## src/rtl/seg_scan_pkg.sv

```systemverilog
// rtl/seg_scan_pkg.sv - shared types and constants for the segment scan controller
package seg_scan_pkg;

  typedef enum logic {
    SHOW = 1'b0,
    GAP  = 1'b1
  } scan_state_t;

  // Index 0 is the rightmost entry; segment order {g,f,e,d,c,b,a}.
  localparam logic [15:0][6:0] SEG_LUT = {
    7'h71, 7'h79, 7'h5E, 7'h39, 7'h7C, 7'h77, 7'h6F, 7'h7F,
    7'h07, 7'h7D, 7'h6D, 7'h66, 7'h4F, 7'h5B, 7'h06, 7'h3F
  };

  localparam logic [6:0] SEG_BLANK = 7'h00;

  function automatic int max_int(input int a, input int b);
    return (a > b) ? a : b;
  endfunction

endpackage

```

## src/rtl/hex7seg_dec.sv

```systemverilog
// rtl/hex7seg_dec.sv - combinational hex nibble to 7-segment pattern decoder
module hex7seg_dec
  import seg_scan_pkg::*;
(
  input  logic [3:0] i_nib,
  output logic [6:0] o_seg
);

  assign o_seg = SEG_LUT[i_nib];

endmodule

```

## src/rtl/seg_scan_ctrl.sv

```systemverilog
// rtl/seg_scan_ctrl.sv - double-buffered, blinkable, time-multiplexed 7-segment scan controller
module seg_scan_ctrl
  import seg_scan_pkg::*;
#(
  parameter int DIGITS    = 4,
  parameter int PRESCALE  = 50000,
  parameter int GUARD     = 500,
  parameter int BLINK_DIV = 64
) (
  input  logic                      clk,
  input  logic                      rst_n,
  input  logic                      wr_valid,
  output logic                      wr_ready,
  input  logic [$clog2(DIGITS)-1:0] wr_idx,
  input  logic [3:0]                wr_nibble,
  input  logic                      wr_blink,
  output logic [DIGITS-1:0]         an,
  output logic [6:0]                seg,
  output logic                      frame_tick
);

  localparam int KW = $clog2(DIGITS);
  localparam int CW = $clog2(max_int(PRESCALE, GUARD));
  localparam int FW = (BLINK_DIV > 1) ? $clog2(BLINK_DIV) : 1;

  localparam logic [CW-1:0] SHOW_LAST = CW'(PRESCALE - 1);
  localparam logic [CW-1:0] GAP_LAST  = CW'(GUARD - 1);
  localparam logic [KW-1:0] K_LAST    = KW'(DIGITS - 1);
  localparam logic [FW-1:0] FRM_LAST  = FW'(BLINK_DIV - 1);

  // Scan position registers hold the slot position that the next edge will display.
  scan_state_t       r_state;
  logic [KW-1:0]     r_k;
  logic [CW-1:0]     r_cnt;

  logic [DIGITS-1:0] r_an;
  logic [6:0]        r_seg;
  logic              r_frame_tick;
  logic              r_wr_ready;

  logic [3:0]        r_shadow_nib [DIGITS];
  logic [3:0]        r_active_nib [DIGITS];
  logic [DIGITS-1:0] r_shadow_blink;
  logic [DIGITS-1:0] r_active_blink;
  logic              r_blink_phase;
  logic [FW-1:0]     r_frame_cnt;

  logic [3:0]        w_nib;
  logic              w_blink;
  logic              w_phase;
  logic              w_tick_next;
  logic [DIGITS-1:0] w_onehot;
  logic [6:0]        w_seg;

  // The commit edge also renders the first slot of the new frame, so bypass to the shadow set there.
  always_comb begin
    w_nib       = r_frame_tick ? r_shadow_nib[r_k]   : r_active_nib[r_k];
    w_blink     = r_frame_tick ? r_shadow_blink[r_k] : r_active_blink[r_k];
    w_phase     = (r_frame_tick && (r_frame_cnt == FRM_LAST)) ? ~r_blink_phase : r_blink_phase;
    w_tick_next = (r_state == GAP) && (r_k == K_LAST) && (r_cnt == GAP_LAST);
    w_onehot    = DIGITS'(1) << r_k;
  end

  hex7seg_dec u_dec (
    .i_nib (w_nib),
    .o_seg (w_seg)
  );

  // Scan FSM: advances slot position and registers the display outputs for the cycle being entered.
  always_ff @(posedge clk) begin
    if (!rst_n) begin
      r_state      <= SHOW;
      r_k          <= '0;
      r_cnt        <= '0;
      r_an         <= '0;
      r_seg        <= SEG_BLANK;
      r_frame_tick <= 1'b0;
      r_wr_ready   <= 1'b0;
    end else begin
      r_frame_tick <= w_tick_next;
      r_wr_ready   <= ~w_tick_next;
      case (r_state)
        SHOW: begin
          r_an  <= (w_phase && w_blink) ? '0 : w_onehot;
          r_seg <= w_seg;
          if (r_cnt == SHOW_LAST) begin
            r_state <= GAP;
            r_cnt   <= '0;
          end else begin
            r_cnt <= r_cnt + 1'b1;
          end
        end
        GAP: begin
          r_an <= '0;
          if (r_cnt == GAP_LAST) begin
            r_state <= SHOW;
            r_cnt   <= '0;
            r_k     <= (r_k == K_LAST) ? '0 : r_k + 1'b1;
          end else begin
            r_cnt <= r_cnt + 1'b1;
          end
        end
        default: begin
          r_state <= SHOW;
          r_cnt   <= '0;
        end
      endcase
    end
  end

  // Shadow writes, frame commit to the active set, and blink half-period counting.
  always_ff @(posedge clk) begin
    if (!rst_n) begin
      r_shadow_nib   <= '{default: 4'h0};
      r_active_nib   <= '{default: 4'h0};
      r_shadow_blink <= '0;
      r_active_blink <= '0;
      r_blink_phase  <= 1'b0;
      r_frame_cnt    <= '0;
    end else begin
      if (wr_valid && r_wr_ready && (int'(wr_idx) < DIGITS)) begin
        r_shadow_nib[wr_idx]   <= wr_nibble;
        r_shadow_blink[wr_idx] <= wr_blink;
      end
      if (r_frame_tick) begin
        r_active_nib   <= r_shadow_nib;
        r_active_blink <= r_shadow_blink;
        r_blink_phase  <= w_phase;
        r_frame_cnt    <= (r_frame_cnt == FRM_LAST) ? '0 : r_frame_cnt + 1'b1;
      end
    end
  end

  assign an         = r_an;
  assign seg        = r_seg;
  assign frame_tick = r_frame_tick;
  assign wr_ready   = r_wr_ready;

endmodule

```

## config.mk

```make
export PLATFORM = sky130hd
export DESIGN_NAME = seg_scan_ctrl
export DESIGN_NICKNAME = d
export VERILOG_FILES = /design/src/rtl/seg_scan_pkg.sv /design/src/rtl/hex7seg_dec.sv /design/src/rtl/seg_scan_ctrl.sv
export SDC_FILE = /design/constraint.sdc
export NUM_CORES = 1
export LEC_CHECK = 0
export ABC_AREA = 1
export ABC_CLOCK_PERIOD_IN_PS = 1700
export CORE_MARGIN = 2
export CORE_UTILIZATION = 55
export CTS_BUF_LIST = sky130_fd_sc_hd__clkbuf_4
export DETAILED_ROUTE_END_ITERATION = 8
export GPL_ROUTABILITY_DRIVEN = 1
export PLACE_DENSITY = 0.77
export SETUP_SLACK_MARGIN = 0.2
export SLEW_MARGIN = 30
export SYNTH_ARGS = -nofsm -noshare
export SYNTH_HDL_FRONTEND = slang
export SYNTH_SLANG_ARGS = --single-unit
```

## constraint.sdc

```tcl
create_clock -name clk -period 1.7 [get_ports clk]
set_input_delay 0.255 -clock clk [delete_from_list [all_inputs] [get_ports clk]]
set_output_delay 0.255 -clock clk [all_outputs]
set_load 0.005 [all_outputs]
```

==> flow_summary_export.csv <==
group,metric,value,unit
outcome,status,"finished clean",
sta,rsz0062_at_grt,"true",
grt,grt_pass1_wl,14.5,mm
floorplanning,start_util,55.9,%
routing,first_pass_iters,5,
synthesis,yosysWarnings,0,
synthesis,synth.most_common_cell,"nor2_1",
power,netSwitchingFraction,24.1,%
synthesis,synth_commonest_cells,"nor2_1 (124), nand2_1 (87), dfxtp_1 (79)",
power,p_sw,0.812,mW
clocking,cts_made_buffers,9,
worst_setup_path,critical_path.top_delay_family,"simple AND/OR/NAND/NOR gates",
worst_setup_path,cp-startpoint,"r_k[0]$_SDFFE_PN0P_",
worst_setup_path,critical_path_class,"flip-flop to flip-flop",
floorplanning,io-pin-count,23,
worst_setup_path,crit_path_end_kind,"flip-flop",
placement,place.gp.congestion,0.867,
placement,io_buffers,22,
power,seq_power_share,56.7,%
synthesis,synth_seq_cells,79,
worst_setup_path,worstPathArrival,2.04,ns
sta,tightest_slew,0.383,ns
worst_setup_path,crit_buf_inv,2,
sta,clock.fmax,591,MHz
worst_setup_path,crit_chain,"buf_6, nand2_2, nand2_1, nand2_1, o21ai_1, nand2_1, nand2_4, inv_4, ha_4, nand2_1, a21oi_1, a21oi_1",
clocking,cts_tree,"built",
floorplanning,die_height,86.4,um
synthesis,synth-edff-count,0,
power,powerDensity,731,nW/um^2
job,drv_cap,0,
floorplanning,core_area,6680,um^2
power,p_comb_share,4.6,%
clocking,cts_buffer_depth,2,
worst_setup_path,r2r-start,"r_k[0]$_SDFFE_PN0P_",
worst_setup_path,cp-start-kind,"flip-flop",
clocking,ctsRootBufferMaster,"clkbuf_4",
clocking,clk_pin_slew,0.13,ns
sta,tns,0,ns
power,p_int,2.55,mW
floorplanning,core.rowCount,30,
clocking,htreeDepth,3,
routing,drt_iter0_markers,189,
cells_and_area,layout-drive-gt1-share,20.9,%
routing,route.antenna.remaining_nets,0,
grt,grt_max_degree,35,
synthesis,ys.flop_type,"dfxtp_1",
synthesis,synthCells,519,
cells_and_area,nFillCells,547,
power,p_clk_share,38.6,%
synthesis,seq_area_frac_synth,42.3,%
floorplanning,die_area,7470,um^2
sta,finalCritPeriodShare,99.6,%
hold_path,hold_class,"flip-flop to flip-flop",
synthesis,synth_area,3730,um^2
grt,grt_overflow,0,
synthesis,yosysTopAreaCell,"dfxtp_1",
grt,grt_use_total,24.6,%
worst_setup_path,path_common_cell,"nand2_1",
cells_and_area,diodes,0,
synthesis,yosysUniqueCellTypes,33,
worst_setup_path,crit_required,2.05,ns
floorplanning,die_w,86.4,um
sta,setup_viol,0,
sta,post-route-min-period,1.69,ns
power,leakagePower,2.04,nW
grt,antenna_found_initial,0,
power,ir_drop,0.000490,V
sta,finClkSkew,0.0125,ns
cells_and_area,fin_area,4600,um^2
sta,relSlewSlack,74.4,%
sta,drv_slew,0,
synthesis,syn-num-nets,539,
placement,dp_hpwl,5.84,mm
synthesis,avgSynthCellArea,7.20,um^2
clocking,clock_latency,0.45,ns
synthesis,async_flop_share,0,%
grt,grt_pass1_vias,3271,
routing,wire_per_inst,13.5,um
worst_setup_path,path_max_fanout,7,
placement,placedInstanceArea,4100,um^2
routing,wl,8.69,mm
worst_setup_path,critPathMaxStageDelay,0.42,ns
cells_and_area,fin_nets,580,
routing,via_per_inst,5.30,
sta,finalHoldViolations,0,
routing,drc,0,
clocking,cts_sinks,79,
worst_setup_path,crit_slowest_cell,"dfxtp_4",
synthesis,ys_top_cells_by_area,"dfxtp_1 (42%), nor2_1 (12%), nand2_1 (8.7%)",
synthesis,synth_top_area_share,42.3,%
hold_path,min-delay-start,"r_cnt[0]$_SDFF_PN0_",
cells_and_area,syn_to_final_growth,23.2,%
routing,num_vias,3420,
cell families after synthesis:
kind of cell | synth area share (%)
XOR/XNOR | 3.99
AND/OR/NAND/NOR | 32.7
buffers and inverters | 7.54
adder cells (fa/ha/maj) | 3.35
flip-flops | 42.3
AO/OA/AOI/OAI | 10.1
final cells by class:
cell class                 count  area [um^2]  area share (%)
multi-input combinational    380         2100            45.6
sequential                    79         1610            34.9
timing repair buffer          51          480            10.4
inverter                      39          154            3.34
tap                           80          100            2.18
clock inverter                 7         95.1            2.07
clock buffer                   9         67.6            1.47
sequential cells by signal, summed over array words and instances, names as in the netlist:
signal          cells
r_shadow_nib       16
r_cnt              16
wr_ready            1
an                  4
r_active_nib       16
r_k                 2
seg                 7
r_frame_cnt         6
r_shadow_blink      4
r_active_blink      4
r_blink_phase       1
frame_tick          1
r_state             1
path summary, 6_finish.rpt:
check / to / slack, ns / cells past startpoint
hold / removal: r_cnt[0]$_SDFF_PN0_ / 0.44 / 1
setup / recovery: seg[1]$_SDFFE_PN0N_ / 0.007 / 12
hold reg to reg: r_cnt[0]$_SDFF_PN0_ / 0.44 / 1
setup reg to reg: seg[1]$_SDFFE_PN0N_ / 0.007 / 12
power groups by stage:
stage / clock [mW] / combinational, mW / sequential (mW)
finish: 1.30 / 0.156 / 1.91
global route: 1.38 / 0.177 / 1.91
CTS: 1.31 / 0.152 / 1.91
detailed placement: 0 / 0.154 / 1.95
global placement: 0 / 0.150 / 1.95
floorplan: 0 / 0.0781 / 1.94
placed cells by master (no fill, tap or decap), types with 14 or more instances in the layout:
| master | synthesis | routed |
|---|---|---|
| nand2_1 | 87 | 81 |
| inv_1 | 37 | 33 |
| nand3_1 | 36 | 23 |
| o21ai_0 | 45 | 43 |
| a21oi_1 | 16 | 16 |
| dfxtp_1 | 79 | 63 |
| dfxtp_2 | 0 | 14 |
| buf_4 | 1 | 23 |
| nor2_1 | 124 | 123 |
| nand3_2 | 7 | 15 |
timing repair:
item | CTS | global route
endpoints found under the setup margin | 26 | 27
hold buffers | 0 | 0
cloned | 1 | 0
pin swaps | 4 | 16
setup buffers | 8 | 2
gates resized for setup | 38 | 43
through the flow:
stage	util, %	std cells	setup WS, ns	hold slack [ns]	power [mW]
after floorplan	-	519	-0.0240	0.390	2.02
after global placement	61.4	618	0.0548	0.440	2.10
after detailed placement	61.4	618	-0.0253	0.447	2.10
after CTS	66.0	643	0.0417	0.438	3.37
after global routing	68.9	645	-0.132	0.459	3.47
final	68.9	645	0.00744	0.435	3.36
per-layer routing:
layer / global-route usage, % / share of wire (%) / vias up
met1: 30.5 / 44 / 1572
met2: 41.6 / 50 / 83
met4: 10.2 / 2.3 / 0
met3: 4.95 / 4.2 / 17
li1: - / - / 1748
met5: 0 / 0 / -
Note: power is estimated with default switching activity, not from simulation.
